`src/rtl/mem_port_arbiter.sv`:
```
// Shares one single-port backing memory between the fetch and load/store paths.
// Data accesses win arbitration; a saturating starvation counter forces a fetch grant.
module mem_port_arbiter #(
    parameter int unsigned STARVE_LIMIT = 4,
    parameter int unsigned ADDR_W       = 32,
    parameter int unsigned DATA_W       = 32
) (
    input  logic              clk,
    input  logic              rst,
    input  logic              iReqValid,
    input  logic [ADDR_W-1:0] iReqAddr,
    output logic              iRespValid,
    output logic [DATA_W-1:0] iRespData,
    input  logic              dReqValid,
    input  logic              dReqWrite,
    input  logic [ADDR_W-1:0] dReqAddr,
    input  logic [DATA_W-1:0] dReqWData,
    output logic              dRespValid,
    output logic [DATA_W-1:0] dRespData,
    output logic              memReqValid,
    output logic              memReqWrite,
    output logic [ADDR_W-1:0] memReqAddr,
    output logic [DATA_W-1:0] memReqWData,
    input  logic              memAck,
    input  logic [DATA_W-1:0] memRData,
    output logic              busy
);

    typedef enum logic [1:0] {
        IDLE  = 2'd0,
        MEM_I = 2'd1,
        MEM_D = 2'd2,
        RESP  = 2'd3
    } state_t;

    localparam logic [3:0] LIMIT = 4'(STARVE_LIMIT);

    state_t            state;
    logic [3:0]        starveCnt;
    logic [ADDR_W-1:0] latAddr;
    logic              latWrite;
    logic [DATA_W-1:0] latWData;
    logic [DATA_W-1:0] capData;
    logic              ownerD;
    logic              grantD;

    // A waiting fetch overrides data priority only once the counter has saturated.
    assign grantD = dReqValid && !(iReqValid && (starveCnt == LIMIT));

    always_ff @(posedge clk) begin
        if (rst) begin
            state     <= IDLE;
            starveCnt <= '0;
            latAddr   <= '0;
            latWrite  <= 1'b0;
            latWData  <= '0;
            capData   <= '0;
            ownerD    <= 1'b0;
        end else begin
            case (state)
                IDLE: begin
                    if (grantD) begin
                        latAddr  <= dReqAddr;
                        latWrite <= dReqWrite;
                        latWData <= dReqWData;
                        if (iReqValid && (starveCnt < LIMIT))
                            starveCnt <= starveCnt + 4'd1;
                        state <= MEM_D;
                    end else if (iReqValid) begin
                        latAddr   <= iReqAddr;
                        latWrite  <= 1'b0;
                        latWData  <= '0;
                        starveCnt <= '0;
                        state     <= MEM_I;
                    end
                end
                MEM_I, MEM_D: begin
                    if (memAck) begin
                        capData <= latWrite ? '0 : memRData;
                        ownerD  <= (state == MEM_D);
                        state   <= RESP;
                    end
                end
                RESP: begin
                    state <= IDLE;
                end
                default: begin
                    state <= IDLE;
                end
            endcase
        end
    end

    // Outputs decode only state and latched registers; no input reaches an output.
    assign busy        = (state != IDLE);
    assign memReqValid = (state == MEM_I) || (state == MEM_D);
    assign memReqWrite = (state == MEM_D) && latWrite;
    assign memReqAddr  = latAddr;
    assign memReqWData = latWData;
    assign iRespValid  = (state == RESP) && !ownerD;
    assign dRespValid  = (state == RESP) && ownerD;
    assign iRespData   = iRespValid ? capData : '0;
    assign dRespData   = dRespValid ? capData : '0;

endmodule

```
`config.mk`:
```
export PLATFORM = sky130hd
export DESIGN_NAME = mem_port_arbiter
export DESIGN_NICKNAME = d
export VERILOG_FILES = /design/src/rtl/mem_port_arbiter.sv
export SDC_FILE = /design/constraint.sdc
export NUM_CORES = 1
export LEC_CHECK = 0
export ABC_AREA = 1
export BUFFER_PORTS_ARGS = -buffer_cell sky130_fd_sc_hd__clkbuf_2
export CAP_MARGIN = 5
export CELL_PAD_IN_SITES_DETAIL_PLACEMENT = 1
export CELL_PAD_IN_SITES_GLOBAL_PLACEMENT = 2
export CORE_MARGIN = 8
export CORE_UTILIZATION = 22
export DETAILED_ROUTE_END_ITERATION = 16
export PLACE_DENSITY = 0.93
export SLEW_MARGIN = 0
export SYNTH_ARGS = -nofsm -noshare
export SYNTH_HDL_FRONTEND = slang
export SYNTH_SLANG_ARGS = --single-unit
```
`constraint.sdc`:
```
create_clock -name clk -period 1.7 [get_ports clk]
set_clock_uncertainty 0.05 [all_clocks]
set_input_delay 0.17 -clock clk [delete_from_list [all_inputs] [get_ports clk]]
set_output_delay 0.17 -clock clk [all_outputs]
set_load 0.005 [all_outputs]
```
; ---- Word level (Yosys, flattened, before mapping)
; Cells that the tools add are included.
[word_totals]
ff_bits = 104
inputBits = 134
elab_cells = 49
[op_classes]
add_sub_neg = 1
order_cmp = 1
n_eq_ne = 7
mux = 16
n_reduce_logical = 17
[ops]
columns = operator, count
row1 = $mux 32, 7
row2 = $mux 4, 3
row3 = $logic_and 1x1->1, 6
row4 = $mux 2, 3
row5 = $pmux 2 s3, 1
row6 = $reduce_and 2->1, 3
row7 = $add 4x1->4 const B, 1
row8 = $eq 2x2->1 const B, 2
row9 = $eq 4x3->1 const B, 1
row10 = $lt 4x3->1 const B, 1
row11 = $reduce_bool 2->1, 2
row12 = $ne 3x3->1 const B, 1
row13 = $reduce_and 3->1, 1
row14 = $eq 2x1->1 const B, 1
row15 = $logic_not 1->1, 2
row16 = $logic_not 2->1, 1
row17 = $mux 1, 2
row18 = $ne 2x1->1 const B, 1
row19 = $ne 2x2->1 const B, 1
row20 = $reduce_or 2->1, 1
row21 = $logic_or 1x1->1, 1

; ---- Logic depth before layout (Yosys ltp)
[logic_depth]
depth_word = 6
depth_mapped = 13
mapped_depth_nobuf = 11

; ---- Least setup slack after synthesis
; Ideal clock, no wire load.
[synth_path]
path_kind = flip-flop to flip-flop
startpoint = reg state[0]
endpoint = reg capData[10]
arrival_ps = 1459
path_slack_ps = 56
path_stages_with_launch = 7
path_cell_list = dfxtp_1 > inv_1 > ha_1 > nand2_1 > clkbuf_1 > clkbuf_1 > a211oi_1
[synth_between]
elab_chain_len = 3
elab_cells_between_ends = 4
[synth_lines]
columns = item, line_no
row1 = from (decl), 38  ; state_t state;
row2 = from (signal assigned), 52  ; state <= IDLE;
row3 = from (signal assigned), 68  ; state <= MEM_D;
row4 = from (signal assigned), 74  ; state <= MEM_I;
row5 = $eq 2x2->1 or $eq 2x1->1 (tied branches), 60  ; case (state)
row6 = $reduce_or 2->1 (*), 60
row7 = $reduce_and 2->1 (no line) (*), -
row8 = to (signal assigned), 79  ; capData <= latWrite ? '0 : memRData;
row9 = to (decl), 43  ; logic [DATA_W-1:0] capData;
; Every way passes the cells marked *; elsewhere a longest branch is shown, timed or not.
; A chain may end at the register's enable or synchronous reset.

; ---- Worst setup path after layout
[layout_path]
startpoint = reg state[0]
endpoint = reg latAddr[10], in the netlist memReqAddr[10]
[layout_between]
elab_chain_len = 2
[layout_lines]
columns = item, line_no
row1 = $logic_not 2->1, 60
row2 = $reduce_and 2->1 (no line), -
row3 = to (signal assigned), 63  ; latAddr <= dReqAddr;
row4 = to (signal assigned), 70  ; latAddr <= iReqAddr;
row5 = to (decl), 40  ; logic [ADDR_W-1:0] latAddr;
; Every way passes these cells.

==> results by group <==
Status
  • Outcome: complete, but fails checks
  • Violated checks: negative setup slack

STA
  • Worst-Margin Slew: between 300 and 400 ps
  • Setup ws final: -52.45 ps
  • Setup_tns: -625.2 ps
  • RSZ-0062 raised after global routing: true
  • Final Hold Fails: 0
  • Final setup vio count: 46
  • Slew margin rel.: 76.21%
  • F_max: 570.6 MHz
  • Min Tclk post-route: around 1800 ps
  • Tcrit/Tclk final: 103.1%
  • Final Max Slew Viols: 0

Critical path
  • Cell Chain, Critical Path: buf_4, inv_4, ha_4, inv_4, a21oi_4, clkbuf_16, buf_12, nor2_1, nor2_1, nand2_1, inv_1
  • R2R setup slack: -50 ps
  • CP bufs+invs: 6
  • Worst R2R End: memReqAddr[10]
  • Worst Path Max Fanout: 6
  • Reg-to-Reg Start: state[0]
  • Req. time, crit path: slightly below 2000 ps
  • Cell family with most CP delay: buffers and inverters
  • Slowest-stage cell, CP: dfxtp_2
  • Max incr delay on CP: 320 ps
  • CP Capture Type: flop
  • Worst Reg-to-Reg Cells: 11
  • Startpoint Class: flop
  • Arrival @ worst endpoint: roughly 2000 ps
  • CP Class: flop to flop

Place
  • Port buffer count: around 270
  • HPWL Detailed: between 10000 and 15000 um
  • Setup WS pre-CTS: roughly 77 ps
  • RD Place Congestion: about 0.76

Yosys
  • Area contributors post-synth: dfxtp_1 44%, nand2_1 12%, nor2_1 11%
  • Cell Area, Synth: between 4000 and 5000 um2
  • Syn nets: about 850
  • Post-synth top area share: between 40 and 50%
  • Yosys warning count: 0
  • Post-synthesis register bit count: approximately 100
  • Register area share after synthesis: between 40% and 50%
  • Yosys top cell by area: dfxtp_1
  • Yosys cell types: 18
  • Avg Cell Area, Syn: 6.720 um2
  • Post-Synthesis Cells: 709

Routing
  • First DRT Iteration DRCs: approximately 220
  • Via-per-instance ratio: 4.421
  • Post-route antenna net violation count: 0
  • DRC violations left: 0
  • Router iterations before antenna repair: 5
  • Via count: 5774
  • Routed WL: approximately 22000 um
  • WL/cell: 16.61 um

CTS
  • CTS root buffer: clkbuf_16
  • Clock sinks: ~100
  • CTS tree: yes
  • Clock Path Buffers: 2
  • H-tree depth: 3
  • Clk slew on worst S/H paths: 80 ps
  • Worst-skew pair later-pin latency: around 350 ps
  • Total CTS buffers: 9

Global route
  • Overflow after GRT: 0
  • Pin count of the biggest net entering global routing: approximately 70
  • Vias in the first global route: between 5000 and 6000
  • Initial antenna violation count: 0
  • First-pass GRT wire length: 31320 um
  • Gr usage total: 14.69%

Cells and area
  • Layout area overhead: 67.33%
  • Layout cell share with drive strength beyond 1: about two fifths
  • Most common cell after layout, fill and taps aside: clkbuf_2
  • Most frequent cells in the layout: 242 x clkbuf_2, 147 x nand2_1, 103 x dfxtp_1
  • Fillcell total: approximately 2700
  • Number of diodes: 0
  • Fin nets: around 1200

Hold path
  • HP Class: primary input to flop
  • Worst Hold Path Cells: 3
  • Hold Startpoint: dReqWData[21]
  • Hold path endpoint: memReqWData[21]

Floorplan
  • Rows: between 50 and 60
  • Die area: roughly 27000 um2
  • Core Box Area: approximately 22000 um2
  • Initial Utilization: approximately 22%
  • Ports: roughly 270
  • Die X: 163.2 um
  • Vert. Die Dim: ~160 um

Power
  • Power density over the cells: 1404 nW/um2
  • Pleak: approximately 0.0040 uW
  • Peak VDD IR: between 0.5 and 0.6 mV

Job
  • Max Cap Violations: 0
[how the worst max path moves through the flow]
stage,start,end,depth (start not counted)
4_1_cts,state[0],iRespData[16],8
2_1_floorplan,state[0],capData[10],6
3_5_place_dp,starveCnt[0],memReqAddr[10],12
6_report,state[0],memReqAddr[10],11
5_1_grt,state[0],memReqAddr[6],11
3_3_place_gp,state[0],memReqAddr[20],9
[registers in the layout, summed over array words and instances (netlist names)]
| register | cells |
|---|---|
| capData | 32 |
| latWrite | 1 |
| memReqAddr | 32 |
| memReqWData | 32 |
| ownerD | 1 |
| starveCnt | 4 |
| state | 2 |
[layer usage]
layer | part of all wire (%) | vias up | routed length (um) | GRT usage, %
li1 | - | 2859 | - | -
met1 | 40 | 2673 | 8725 | 16.28
met2 | 48 | 211 | 10340 | 24.55
met3 | 9.6 | 31 | 2088 | 6.099
met4 | 2.5 | 0 | 534 | 5.880
met5 | 0 | - | 0 | 0
[Yosys cell counts (all sizes together)]
master / instances
inv: 83
or2: 1
nand3: 42
nor2: 136
buf: 27
nand2: 150
dfxtp: 104
a21oi: 71
o21ai: 34
ha: 5
clkbuf: 24
a211oi: 32
[power by group]
group | switching [uW] | total [uW] | internal (uW)
sequential | 355 | 3570 | 3210
clock | 1000 | 2350 | 1340
combinational | 2790 | 5280 | 2490
total | 4150 | 11200 | 7040
[kinds of logic after synthesis]
kind of cell | share of synthesized area [%]
AND/OR/NAND/NOR | 27.13
buffers and inverters | 11.71
AO/OA/AOI/OAI | 16.15
adder cells (fa/ha/maj) | 1.313
flip-flops | 43.70
[area by class of cell]
class	count	area, um2	area share, %
timing repair buffer	352	2507	31.45
multi-input combinational	471	2377	29.82
sequential	104	2083	26.13
tap	280	350.3	4.394
inverter	83	324.1	4.065
clock buffer	10	239.0	2.997
clock inverter	6	91.34	1.146
[per-stage QoR]
step / power, uW / cells / hold slack, ps / area (um2) / utilization [%]
global placement: 7462 / 1232 / 348.8 / 6583 / 30.54
CTS: 10210 / 1284 / 14.15 / 7360 / 34.15
detailed placement: 7603 / 1232 / 357.0 / 6583 / 30.54
floorplan: 5822 / 709 / 260.8 / 4765 / -
finish: 11200 / 1306 / 23.66 / 7973 / 36.99
global route: 12070 / 1306 / 45.01 / 7973 / 36.99
[tightest hold or removal path, delay by kind of cell]
kind	cells	cell delay, ps
buffers and inverters	1	80
and+or+nand+nor	1	70
AOI/OAI and AO/OA	1	60
[repair_timing]
item                       4_1_cts  5_1_grt
setup buffers                    4        7
hold endpoints to repair        32        0
pin swaps                        1       19
cloned                           1       15
gates resized for setup         29       92
setup endpoints to repair       65      144
hold buffers                    32        0
Note: power is estimated with default switching activity, not from simulation.
